### src/rtl/csr_issue_sequencer.sv
// CSR issue sequencer: releases one CSR op at a time to execute once it is the ROB head, and holds off the next op until the previous one commits.
// Optional build macro CSR_SEQ_STALL_COUNTER_EN adds a saturating seq_stall_cycles counter.
`timescale 1ns/1ps

package csr_issue_sequencer_pkg;
  localparam int unsigned PACK_ROB_ID_W = 8;

  typedef struct packed {
    logic                     valid;
    logic                     has_exception;
    logic [PACK_ROB_ID_W-1:0] rob_id;
    logic [11:0]              csr_addr;
    logic [2:0]               csr_op;
    logic [31:0]              rs1_data;
  } issue_execute_pack_t;

  typedef struct packed {
    logic enable;
    logic flush;
  } commit_feedback_pack_t;
endpackage

module csr_issue_sequencer
  import csr_issue_sequencer_pkg::*;
#(
  parameter int unsigned ROB_ID_WIDTH    = 6,
  parameter int unsigned STALL_CNT_WIDTH = 32
) (
  input  logic                        clk,
  input  logic                        rst,
  input  issue_execute_pack_t         issue_csr_fifo_data_out,
  input  logic                        issue_csr_fifo_data_out_valid,
  output logic                        issue_csr_fifo_pop,
  output issue_execute_pack_t         seq_csr_data_out,
  output logic                        seq_csr_data_out_valid,
  input  logic                        seq_csr_pop,
  input  logic [ROB_ID_WIDTH-1:0]     rob_head_id,
  input  logic                        rob_head_valid,
  input  logic [ROB_ID_WIDTH-1:0]     commit_rob_id,
  input  logic                        commit_rob_valid,
  input  commit_feedback_pack_t       commit_feedback_pack,
`ifdef CSR_SEQ_STALL_COUNTER_EN
  output logic [STALL_CNT_WIDTH-1:0]  seq_stall_cycles,
`endif
  output logic                        seq_busy
);

  if (ROB_ID_WIDTH == 0 || ROB_ID_WIDTH > PACK_ROB_ID_W || STALL_CNT_WIDTH == 0) begin : g_bad_cfg
    $error("csr_issue_sequencer: ROB_ID_WIDTH must fit the pack rob_id field");
  end

  typedef enum logic [1:0] {
    IDLE,
    WAIT_HEAD,
    SEND,
    WAIT_COMMIT
  } state_e;

  state_e                  state_q, state_d;
  issue_execute_pack_t     held_q, held_d;
  logic                    flush;
  logic [ROB_ID_WIDTH-1:0] held_rob_id;

  assign flush       = commit_feedback_pack.enable && commit_feedback_pack.flush;
  assign held_rob_id = held_q.rob_id[ROB_ID_WIDTH-1:0];

  always_comb begin
    state_d                = state_q;
    held_d                 = held_q;
    issue_csr_fifo_pop     = 1'b0;
    seq_csr_data_out_valid = 1'b0;
    unique case (state_q)
      IDLE: begin
        // Reset also blocks the pop so nothing leaves the FIFO while reset is held.
        if (issue_csr_fifo_data_out_valid && !flush && !rst) begin
          issue_csr_fifo_pop = 1'b1;
          held_d             = issue_csr_fifo_data_out;
          state_d            = WAIT_HEAD;
        end
      end
      WAIT_HEAD: begin
        if (rob_head_valid && (rob_head_id == held_rob_id)) begin
          state_d = SEND;
        end
      end
      SEND: begin
        seq_csr_data_out_valid = !flush && !rst;
        if (seq_csr_pop) begin
          state_d = WAIT_COMMIT;
        end
      end
      WAIT_COMMIT: begin
        if (commit_rob_valid && (commit_rob_id == held_rob_id)) begin
          state_d = IDLE;
        end
      end
      default: state_d = IDLE;
    endcase
    // Flush overrides any transition above, including a coincident consume.
    if (flush) begin
      state_d = IDLE;
      held_d  = '0;
    end
  end

  always_ff @(posedge clk) begin
    if (rst) begin
      state_q <= IDLE;
      held_q  <= '0;
    end else begin
      state_q <= state_d;
      held_q  <= held_d;
    end
  end

  assign seq_csr_data_out = held_q;
  assign seq_busy         = (state_q != IDLE);

`ifdef CSR_SEQ_STALL_COUNTER_EN
  logic [STALL_CNT_WIDTH-1:0] stall_cnt_q, stall_cnt_d;

  always_comb begin
    stall_cnt_d = stall_cnt_q;
    if (((state_q == WAIT_HEAD) || (state_q == WAIT_COMMIT)) && (stall_cnt_q != '1)) begin
      stall_cnt_d = stall_cnt_q + 1'b1;
    end
  end

  always_ff @(posedge clk) begin
    if (rst) begin
      stall_cnt_q <= '0;
    end else begin
      stall_cnt_q <= stall_cnt_d;
    end
  end

  assign seq_stall_cycles = stall_cnt_q;
`endif

endmodule

### config.mk
export PLATFORM = sky130hd
export DESIGN_NAME = csr_issue_sequencer
export DESIGN_NICKNAME = d
export VERILOG_FILES = /design/src/rtl/csr_issue_sequencer.sv
export SDC_FILE = /design/constraint.sdc
export NUM_CORES = 1
export LEC_CHECK = 0
export BUFFER_PORTS_ARGS = -buffer_cell sky130_fd_sc_hd__buf_2
export CAP_MARGIN = 10
export CORE_ASPECT_RATIO = 1.25
export CORE_MARGIN = 3
export CORE_UTILIZATION = 46
export CTS_CLUSTER_DIAMETER = 200
export DETAILED_ROUTE_END_ITERATION = 12
export PLACE_DENSITY = 0.84
export SLEW_MARGIN = 20
export SYNTH_ARGS = -nofsm -noshare
export SYNTH_HDL_FRONTEND = slang
export SYNTH_SLANG_ARGS = --single-unit
### constraint.sdc
create_clock -name clk -period 2.5 [get_ports clk]
set_input_delay 0.125 -clock clk [delete_from_list [all_inputs] [get_ports clk]]
set_output_delay 0.125 -clock clk [all_outputs]
set_load 0.005 [all_outputs]
* Yosys cells after proc, flatten, opt, wreduce, memory -nomap -nowiden *
Cells that the tools add are included.

word-level totals
  register bits = 59
  bits of input ports = 77
  output and inout port bits = 60

operators by class
  eq/ne operators = 9
  multiplexer cells = 8
  reductions and logical operators = 13

operator list
  kind                                           number
  == test 6 bit                                  2
  two-way mux 2 bit                              4
  != test 2 bit, second input constant           4
  case mux 2 bit (4 select lines)                1
  logical AND 1 bit                              6
  == test 2 bit, second input constant           2
  AND reduction 4 bit                            1
  two-way mux 1 bit                              3
  == test 2 x 1 -> 1 bit, second input constant  1
  zero test 1 bit                                2
  zero test 2 bit                                1
  AND reduction 2 bit                            1
  nonzero test 2 bit                             1
  OR reduction 2 bit                             1

* Logic depth before layout (Yosys ltp) *
Gate-level depths: netlist of run 1.

  word-level depth = 6
  gate-level depth with buffers = 8
  depth with buffers taken out = 7

* Worst setup path after synthesis of run 1 *
OpenSTA, ideal clock, no wires.

  kind = register to register
  start point = reg state_q[0]
  end point = reg held_q (netlist bit seq_csr_data_out[18])
  arrival = 1.273 ns
  data required time = 2.381 ns
  setup slack = 1.108 ns
  stages on the path, launching flop included = 9
  buffers on the path = 3
  clock period less this slack = 1.392 ns
  path through = dfxtp_1 inv_1 ha_1 and3_1 buf_2 buf_6 buf_6 nand2_1 o21ai_1

on the way
  cells in the longest elaborated chain, start to end = 2

RTL lines
  item                           line  text
  start, declared                59    state_e state_q, state_d;
  start signal, assigned         111   state_q <= state_d;
  zero test 2 bit                72    unique case (state_q)
  AND reduction 2 bit (no line)  --
  end signal, assigned           112   held_q <= held_d;
  end, declared                  60    issue_execute_pack_t held_q, held_d;

No other way between the ends.
A chain may end at the register's enable or synchronous reset.

* Worst setup path in the final report of run 1 *
  start point = reg state_q[0]
  end point = out issue_csr_fifo_pop

on the way
  cells in the longest elaborated chain, start to end = 2

RTL lines
  item               line  text
  zero test 2 bit    72
  two-way mux 1 bit  72
  end, declared      33    output logic issue_csr_fifo_pop,

No other way between the ends.

==> results of run 1 <==
==> through the flow <==
stage               cell area [µm²]  setup slack [ns]  total power, mW  hold WS (ns)   util
floorplan                      2310              1.11             1.28         0.240      -
detailed placement             2980             0.788             1.44         0.330  0.621
global route                   3400             0.542             2.42      0.000725  0.708
finish                         3400             0.672             2.29        0.0113  0.708
CTS                            3390             0.659             2.31    0.00000563  0.706
global placement               2980             0.887             1.43         0.323  0.621
==> tightest hold or removal path: stages <==
cell and delay, ns:
buf_2 0.07, nand2_1 0.04, o21ai_1 0.05
==> logic make-up (layout without fill, tap and decap cells) <==
group / after synthesis / in the layout / synth area share
and+or+nand+nor: 122 / 122 / 0.203
AOI/OAI and AO/OA: 63 / 63 / 0.144
DFF: 59 / 59 / 0.511
buffers and inverters: 23 / 180 / 0.0606
xor gates and xnor gates: 12 / 12 / 0.0455
adders and majority gates: 5 / 5 / 0.0271
muxes: 2 / 2 / 0.00866
==> final timing paths <==
kind                                     from  slack (ns)                   end
setup reg to reg                   state_q[0]        0.78  seq_csr_data_out[44]
hold reg to reg          seq_csr_data_out[12]        0.44  seq_csr_data_out[12]
hold / removal    issue_csr_fifo_data_out[12]        0.01  seq_csr_data_out[12]
setup / recovery                   state_q[0]        0.67    issue_csr_fifo_pop
==> power by group through the flow <==
stage / combinational [mW] / sequential (mW) / clock [mW]
2_1_floorplan: 0.183 / 1.09 / 0
3_3_place_gp: 0.344 / 1.09 / 0
3_5_place_dp: 0.355 / 1.09 / 0
4_1_cts: 0.382 / 1.07 / 0.861
5_1_grt: 0.425 / 1.08 / 0.911
6_report: 0.381 / 1.07 / 0.836
==> what timing repair did <==
item,4_1_cts,5_1_grt
hold buffers,21,1
gates resized for setup,0,0
hold endpoints to repair,21,1
==> cells in the mapped netlist <==
cell / number
a21oi_4: 1
ha_1: 5
buf_2: 7
xnor2_1: 6
o41ai_1: 2
and2_1: 1
clkbuf_1: 6
o21ai_0: 1
nand4_1: 2
buf_6: 6
a21oi_1: 2
and3_1: 1
xor2_1: 6
nand2_1: 117
nand3_1: 1
inv_1: 4
mux2i_1: 2
o21ai_1: 57
dfxtp_1: 59
==> sequential cells by signal, summed over array words and instances (netlist names) <==
name	count
seq_csr_data_out	57
state_q	2
==> per-layer routing <==
metal | wire length, µm | share of wire | vias to the layer above | GRT usage
li1 | - | - | 1220 | -
met1 | 2340 | 0.39 | 1040 | 0.216
met2 | 3080 | 0.52 | 97 | 0.356
met3 | 436 | 0.073 | 12 | 0.0711
met4 | 127 | 0.021 | 0 | 0.0817
met5 | 0 | 0 | - | 0
==> layout make-up <==
type,instances,area [µm²]
repair buffers,161,936
fillers,389,1400
clock buffers,13,159
multi-input cells,204,996
well taps,60,75.1
clock inverters,2,35.0
inverters,4,15.0
flip-flops and latches,59,1180
==> out/qor.yml, run 1 <==
status: "completed"
clock_tree.root_cell: "clkbuf_8"
ir_worst_vdd_uv: 514
fin_crit_ns: 1.83
crit_fanout: 45
stdcell_count: 503
fin_skew_ns: 0.00766
synthesis.area_mm2: 0.00231
p_leak_nw: 1.64
hold_viol_final: 0
io_pins: 137
crit_buf_inv: 2
initial_core_util: 0.482
fin_crit_sh: 0.731
num_rows: 28
start_kind: "flop"
cts_buffers: 9
end_kind: "output pin"
wl_per_cell_um: 11.9
worstSetupPathType: "reg -> out"
worst_slew_pin_slew_ns: 0.603
crit_family: "simple AND/OR/NAND/NOR gates"
clock_sinks: 59
slew_headroom: 0.598
netlist_top_cells_area: "dfxtp_1, nand2_1, o21ai_1"
drv_cap: 0
placement.io_buffers: 136
synth_top_area_share: 0.511
drc_errors: 0
rsz0062_at_grt: "no"
fmax_mhz: 547
gp_congestion: 0.785
synth.distinct_cells: 19
track_usage: 0.201
switching_share: 0.247
layout-drive-gt1-share: 0.348
routed_wl_um: 5980
area_delta_synth_final_pct: 46.9
grt.overflow.total: 0
rr_worst_depth: 6
path_cells: "inv_1 > ha_1 > and3_4 > buf_2"
tns_ns: 0
p_seq_frac: 0.468
fp.dieArea_mm2: 0.00592
p_switching_mw: 0.565
clk_latency_ns: 0.32
clk_pin_slew_ns: 0.06
cts_buffer_depth: 2
synth_top_area_cell: "dfxtp_1"
routed-via-count: 2369
die_y_um: 85.3
nets: 521
dp_hpwl_um: 4180
ant_nets: 0
power.density_mw_per_mm2: 673
crit_arrival_ns: 1.70
drv_slew: 0
grt_pass1_vias: 2173
p_comb_frac: 0.166
yosysWarningCount: 0
drt_iter0_markers: 144
antenna_found_initial: 0
post-place-cells: 466
post-cts-setup-buffers: 0
core_area_mm2: 0.00480
ys_seq_elements: 59
synth_fp_nets: 368
p_int_mw: 1.72
dr.pass1.iters: 4
cp.depth: 4
n_antenna_cell: 0
cts_tree: "done"
grt_max_degree: 64
setup_viol: 0
vias_per_cell: 4.71
htree_levels: 3
most-common-layout-cells: "buf_2, nand2_1, dfxtp_1, o21ai_1, dlygate4sd3_1"
critical_path.slowest_cell: "and3_4"
die_x_um: 69.4
syn_area_per_cell_um2: 8.08
layout.cells.most_common: "buf_2"
power_frac_clock: 0.366
cpPeakStageDelay_ns: 0.50
ys_seq_area_frac: 0.511
synthCells: 286
hold_path_depth: 3
crit_required_ns: 2.38
hold_path.class: "in -> reg"
grt_pass1_wl_um: 9620
(Power assumes the default switching activity.)
==> run 2, diff against run 1 <==
--- a/config.mk
+++ b/config.mk
@@ -9,10 +9,10 @@
 export CAP_MARGIN = 10
 export CORE_ASPECT_RATIO = 1.25
 export CORE_MARGIN = 3
-export CORE_UTILIZATION = 46
+export CORE_UTILIZATION = 39
 export CTS_CLUSTER_DIAMETER = 200
 export DETAILED_ROUTE_END_ITERATION = 12
-export PLACE_DENSITY = 0.84
+export PLACE_DENSITY = 0.76
 export SLEW_MARGIN = 20
 export SYNTH_ARGS = -nofsm -noshare
 export SYNTH_HDL_FRONTEND = slang
==> constraint.sdc (replaced) <==
create_clock -name clk -period 1.6 [get_ports clk]
set_input_delay 0.08 -clock clk [delete_from_list [all_inputs] [get_ports clk]]
set_output_delay 0.08 -clock clk [all_outputs]
set_load 0.005 [all_outputs]
==> out/qor.yml, run 2 (same netlist as run 1, synthesis figures left out) <==
nFillCells: 461
hold_viol_final: 0
largest_register_ffs: 57
routed-via-count: 2621
clk_latency_ns: 0.32
ir_worst_vdd_uv: 686
die_x_um: 74.9
htree_levels: 3
clock_sinks: 59
drt_iter0_markers: 74
cts_tree: "done"
antenna_found_initial: 0
drc_errors: 0
drv_slew: 0
drv_cap: 0
start_kind: "flop"
crit_arrival_ns: 1.43
regArea_mm2: 0.00118
placement.io_buffers: 136
n_antenna_cell: 0
fin_crit_ns: 1.51
layout.cells.most_common: "buf_2"
fin_skew_ns: 0.00494
dp_hpwl_um: 4560
status: "completed"
dr.pass1.iters: 4
gp_congestion: 0.758
layout-drive-gt1-share: 0.340
clock_tree.root_cell: "clkbuf_8"
cts_buffers: 9
core_area_mm2: 0.00559
routed-wl-met2_um: 4150
area_delta_synth_final_pct: 67.7
die_y_um: 92.1
fmax_mhz: 662
crit_required_ns: 1.52
io_pins: 137
hold_path.class: "in -> reg"
p_total_mw: 3.61
power.density_mw_per_mm2: 931
track_usage: 0.220
num_rows: 30
most-common-layout-cells: "buf_2, nand2_1, dfxtp_1, o21ai_1, dlygate4sd3_1"
path_cells: "inv_2 > ha_2 > and3_4 > buf_12 > buf_2"
wl_met1_um: 2800
setup_viol: 0
crit_fanout: 12
grt_max_degree: 41
rsz0062_at_grt: "no"
routed_wl_um: 7680
vias_per_cell: 4.75
ant_nets: 0
initial_core_util: 0.413
fin_crit_sh: 0.944
wl_per_cell_um: 13.9
cts_buffer_depth: 2
p_leak_nw: 1.85
end_kind: "output pin"
grt.overflow.total: 0
wl_met3_um: 436
cpPeakStageDelay_ns: 0.40
tns_ns: 0
fp.dieArea_mm2: 0.00689
grt_pass1_wl_um: 11600
top_layer: "met4"
clk_pin_slew_ns: 0.06
slew_headroom: 0.791
multi_input_area_um2: 998
grt_pass1_vias: 2652
critical_path.slowest_cell: "dfxtp_1"
nets: 565
worst_slew_pin_slew_ns: 0.313
worstSetupPathType: "reg -> out"
-- run 2: final timing paths --
| kind | endpoint | cells past startpoint | slack, ns | start |
|---|---|---|---|---|
| worst min-delay path | seq_csr_data_out[31] | 5 | 0.21 | rst |
| worst max-delay path | issue_csr_fifo_pop | 5 | 0.09 | state_q[0] |
| worst min register to register | seq_csr_data_out[7] | 2 | 0.44 | seq_csr_data_out[7] |
| worst max register to register | seq_csr_data_out[18] | 7 | 0.15 | state_q[0] |
-- run 2: what timing repair did --
action / CTS / global route
gates cloned: 1 / 2
setup endpoints to repair: 1 / 24
endpoints found under the hold margin: 57 / 0
gates resized for setup: 0 / 4
hold buffers: 57 / 0
buffers inserted: 1 / 1
pin swaps: 1 / 0
-- run 2: stage by stage --
| stage | hold slack [ns] | setup WS, ns | std cells | utilization | instance area [µm²] |
|---|---|---|---|---|---|
| after global routing | 0.219 | 0.0203 | 552 | 0.693 | 3880 |
| after CTS | 0.193 | 0.0112 | 549 | 0.682 | 3810 |
| after global placement | 0.279 | 0.205 | 474 | 0.542 | 3030 |
| after floorplan | 0.195 | 0.208 | 286 | - | 2310 |
| final | 0.206 | 0.0896 | 552 | 0.693 | 3880 |
| after detailed placement | 0.286 | 0.162 | 474 | 0.542 | 3030 |
-- run 2: layout make-up --
class                      count  share of cell area
clock inverter                 2             0.00258
inverter                       4             0.00387
tap                           64              0.0207
multi-input combinational    204               0.258
timing repair buffer         205               0.369
clock buffer                  14              0.0419
sequential                    59               0.305
-- run 2: per-layer routing --
metal / GRT usage / vias up
li1: - / 1312
met3: 0.0450 / 27
met2: 0.400 / 111
met4: 0.136 / 0
met1: 0.217 / 1171
met5: 0 / -
-- run 2: worst max-delay path, delay by kind of cell (launching register included) --
family	cells	cell delay [ns]
flip-flops	1	0.40
adder cells (fa/ha/maj)	1	0.19
buffers and inverters	3	0.34
AND/OR/NAND/NOR	1	0.18
-- run 2: power breakdown --
group          switching (mW)  total (mW)  internal [mW]  leakage (nW)
Clock                   0.541        1.18          0.644        0.0905
Sequential             0.0796        1.68           1.60         0.484
Combinational           0.337       0.748          0.411          1.28
==> run 3, diff against run 2 <==
--- a/config.mk
+++ b/config.mk
@@ -5,6 +5,7 @@
 export SDC_FILE = /design/constraint.sdc
 export NUM_CORES = 1
 export LEC_CHECK = 0
+export ABC_AREA = 1
 export BUFFER_PORTS_ARGS = -buffer_cell sky130_fd_sc_hd__buf_2
 export CAP_MARGIN = 10
 export CORE_ASPECT_RATIO = 1.25
@@ -12,7 +13,7 @@
 export CORE_UTILIZATION = 39
 export CTS_CLUSTER_DIAMETER = 200
 export DETAILED_ROUTE_END_ITERATION = 12
-export PLACE_DENSITY = 0.76
+export PLACE_DENSITY = 0.75
 export SLEW_MARGIN = 20
 export SYNTH_ARGS = -nofsm -noshare
 export SYNTH_HDL_FRONTEND = slang
==> out/qor.yml, run 3 <==
gp_congestion: 0.803
status: "completed"
cts_buffers: 9
synthesis.area_mm2: 0.00238
ys_seq_elements: 59
ant_nets: 0
nFillCells: 481
ir_worst_vdd_uv: 619
die_x_um: 75.9
worst_slew_pin_slew_ns: 0.269
dr.pass1.iters: 4
num_rows: 31
vias_per_cell: 4.60
largest_register_ffs: 57
dp_hpwl_um: 4460
htree_levels: 3
cts_tree: "done"
grt.overflow.total: 0
clock_sinks: 59
path_cells: "inv_2 > ha_1 > inv_2 > nor2_4 > buf_4 > bufbuf_16 > o31ai_1"
p_leak_nw: 1.93
drv_slew: 0
clock_tree.root_cell: "clkbuf_8"
drc_errors: 0
stdcell_count: 604
setup_viol: 0
yosys_most_used_dff: "dfxtp_1"
grt_pass1_wl_um: 11700
placement.io_buffers: 136
crit_family: "buffers and inverters"
syn_area_per_cell_um2: 7.37
rsz0062_at_grt: "no"
fp.dieArea_mm2: 0.00708
synth_commonest_cells: "nand2_1, dfxtp_1, o21ai_0"
start_kind: "flop"
dpl_worst_slack_ns: 0.203
fin_crit_sh: 0.957
cts_buffer_depth: 2
crit_arrival_ns: 1.76
post-place-cells: 527
nets: 599
area_delta_synth_final_pct: 66.7
antenna_found_initial: 0
clk_latency_ns: 0.32
cpPeakStageDelay_ns: 0.37
synthMostInstantiatedCell: "nand2_1"
crit_fanout: 28
routed_wl_um: 7630
fin_ws_ns: 0.0691
clk_pin_slew_ns: 0.06
synth_fp_nets: 405
worstSetupPathType: "reg -> reg"
synth_edf_count: 0
layout-drive-gt1-share: 0.319
fmax_mhz: 653
fin_skew_ns: 0.00424
most-common-layout-cells: "nand2_1, buf_2, dfxtp_1, dlygate4sd3_1, o21ai_0"
yosysWarningCount: 0
p_total_mw: 4.31
crit_buf_inv: 4
synthCells: 323
wl_per_cell_um: 12.6
initial_core_util: 0.406
synth.distinct_cells: 19
grt_pass1_vias: 2706
netlist_top_cells_area: "dfxtp_1, nand2_1, o21ai_0"
core_area_mm2: 0.00586
synth_top_area_share: 0.496
routed-via-count: 2776
fin_crit_ns: 1.53
track_usage: 0.214
die_y_um: 93.3
slew_headroom: 0.820
end_kind: "flop"
drv_cap: 0
synth_top_area_cell: "dfxtp_1"
crit_required_ns: 1.82
critical_path.slowest_cell: "dfxtp_1"
ys_seq_area_frac: 0.496
fin_hold_ws_ns: 0.252
hold_viol_final: 0
layout.cells.most_common: "nand2_1"
grt_max_degree: 59
hold_path.class: "in -> reg"
io_pins: 137
tns_ns: 0
drt_iter0_markers: 144
synthArstFlopShare: 0
power.density_mw_per_mm2: 1090
crit_top_cell: "inv_2"
run 3: path summary, 6_finish.rpt:
kind / start / end / cells after the start / slack (ns)
max: state_q[1] / seq_csr_data_out[48] / 7 / 0.07
min: rst / state_q[0] / 5 / 0.25
max reg2reg: state_q[1] / seq_csr_data_out[48] / 7 / 0.07
min reg2reg: seq_csr_data_out[40] / seq_csr_data_out[40] / 2 / 0.47
run 3: cell families after synthesis:
family,synth area share
AND/OR/NAND/NOR,0.254
XOR/XNOR,0.00736
buffers and inverters,0.0731
adder cells (fa/ha/maj),0.0263
flip-flops,0.496
AO/OA/AOI/OAI,0.142
run 3: layout make-up:
type                    instances  area (µm²)  area share
inverters                      22        82.6      0.0208
well taps                      82         103      0.0259
clock buffers                  13         169      0.0426
diodes                          1        2.50    0.000631
clock inverters                 2        10.0     0.00252
repair buffers                200        1380       0.349
flip-flops and latches         59        1180       0.298
multi-input cells             225        1030       0.261
run 3: tightest hold or removal path: stages:
cell     delay, ns
buf_2         0.10
a21oi_4       0.05
buf_12        0.19
nand2_1       0.09
nor2_1        0.03
run 3: repair_timing:
| item | 4_1_cts | 5_1_grt |
|---|---|---|
| hold endpoints to repair | 57 | 0 |
| gates resized for setup | 1 | 5 |
| pin swaps | 1 | 1 |
| hold buffers | 57 | 0 |
| gates cloned | 1 | 1 |
| endpoints found under the setup margin | 1 | 22 |
| setup buffers | 1 | 1 |
run 3: routing by layer:
layer,GRT usage,routed length (µm)
met5,0,0
met4,0.0685,133
met3,0.0720,628
met2,0.396,3990
met1,0.216,2880
run 3: where the power goes:
| part | switching, mW | internal [mW] | total (mW) |
|---|---|---|---|
| Clock | 0.534 | 0.676 | 1.21 |
| Sequential | 0.132 | 1.70 | 1.83 |
| Combinational | 0.652 | 0.616 | 1.27 |
run 3: through the flow:
stage / util / cell area, µm²
3_3_place_gp: 0.535 / 3130
3_5_place_dp: 0.535 / 3130
5_1_grt: 0.677 / 3970
4_1_cts: 0.670 / 3920
2_1_floorplan: - / 2380
6_report: 0.677 / 3970
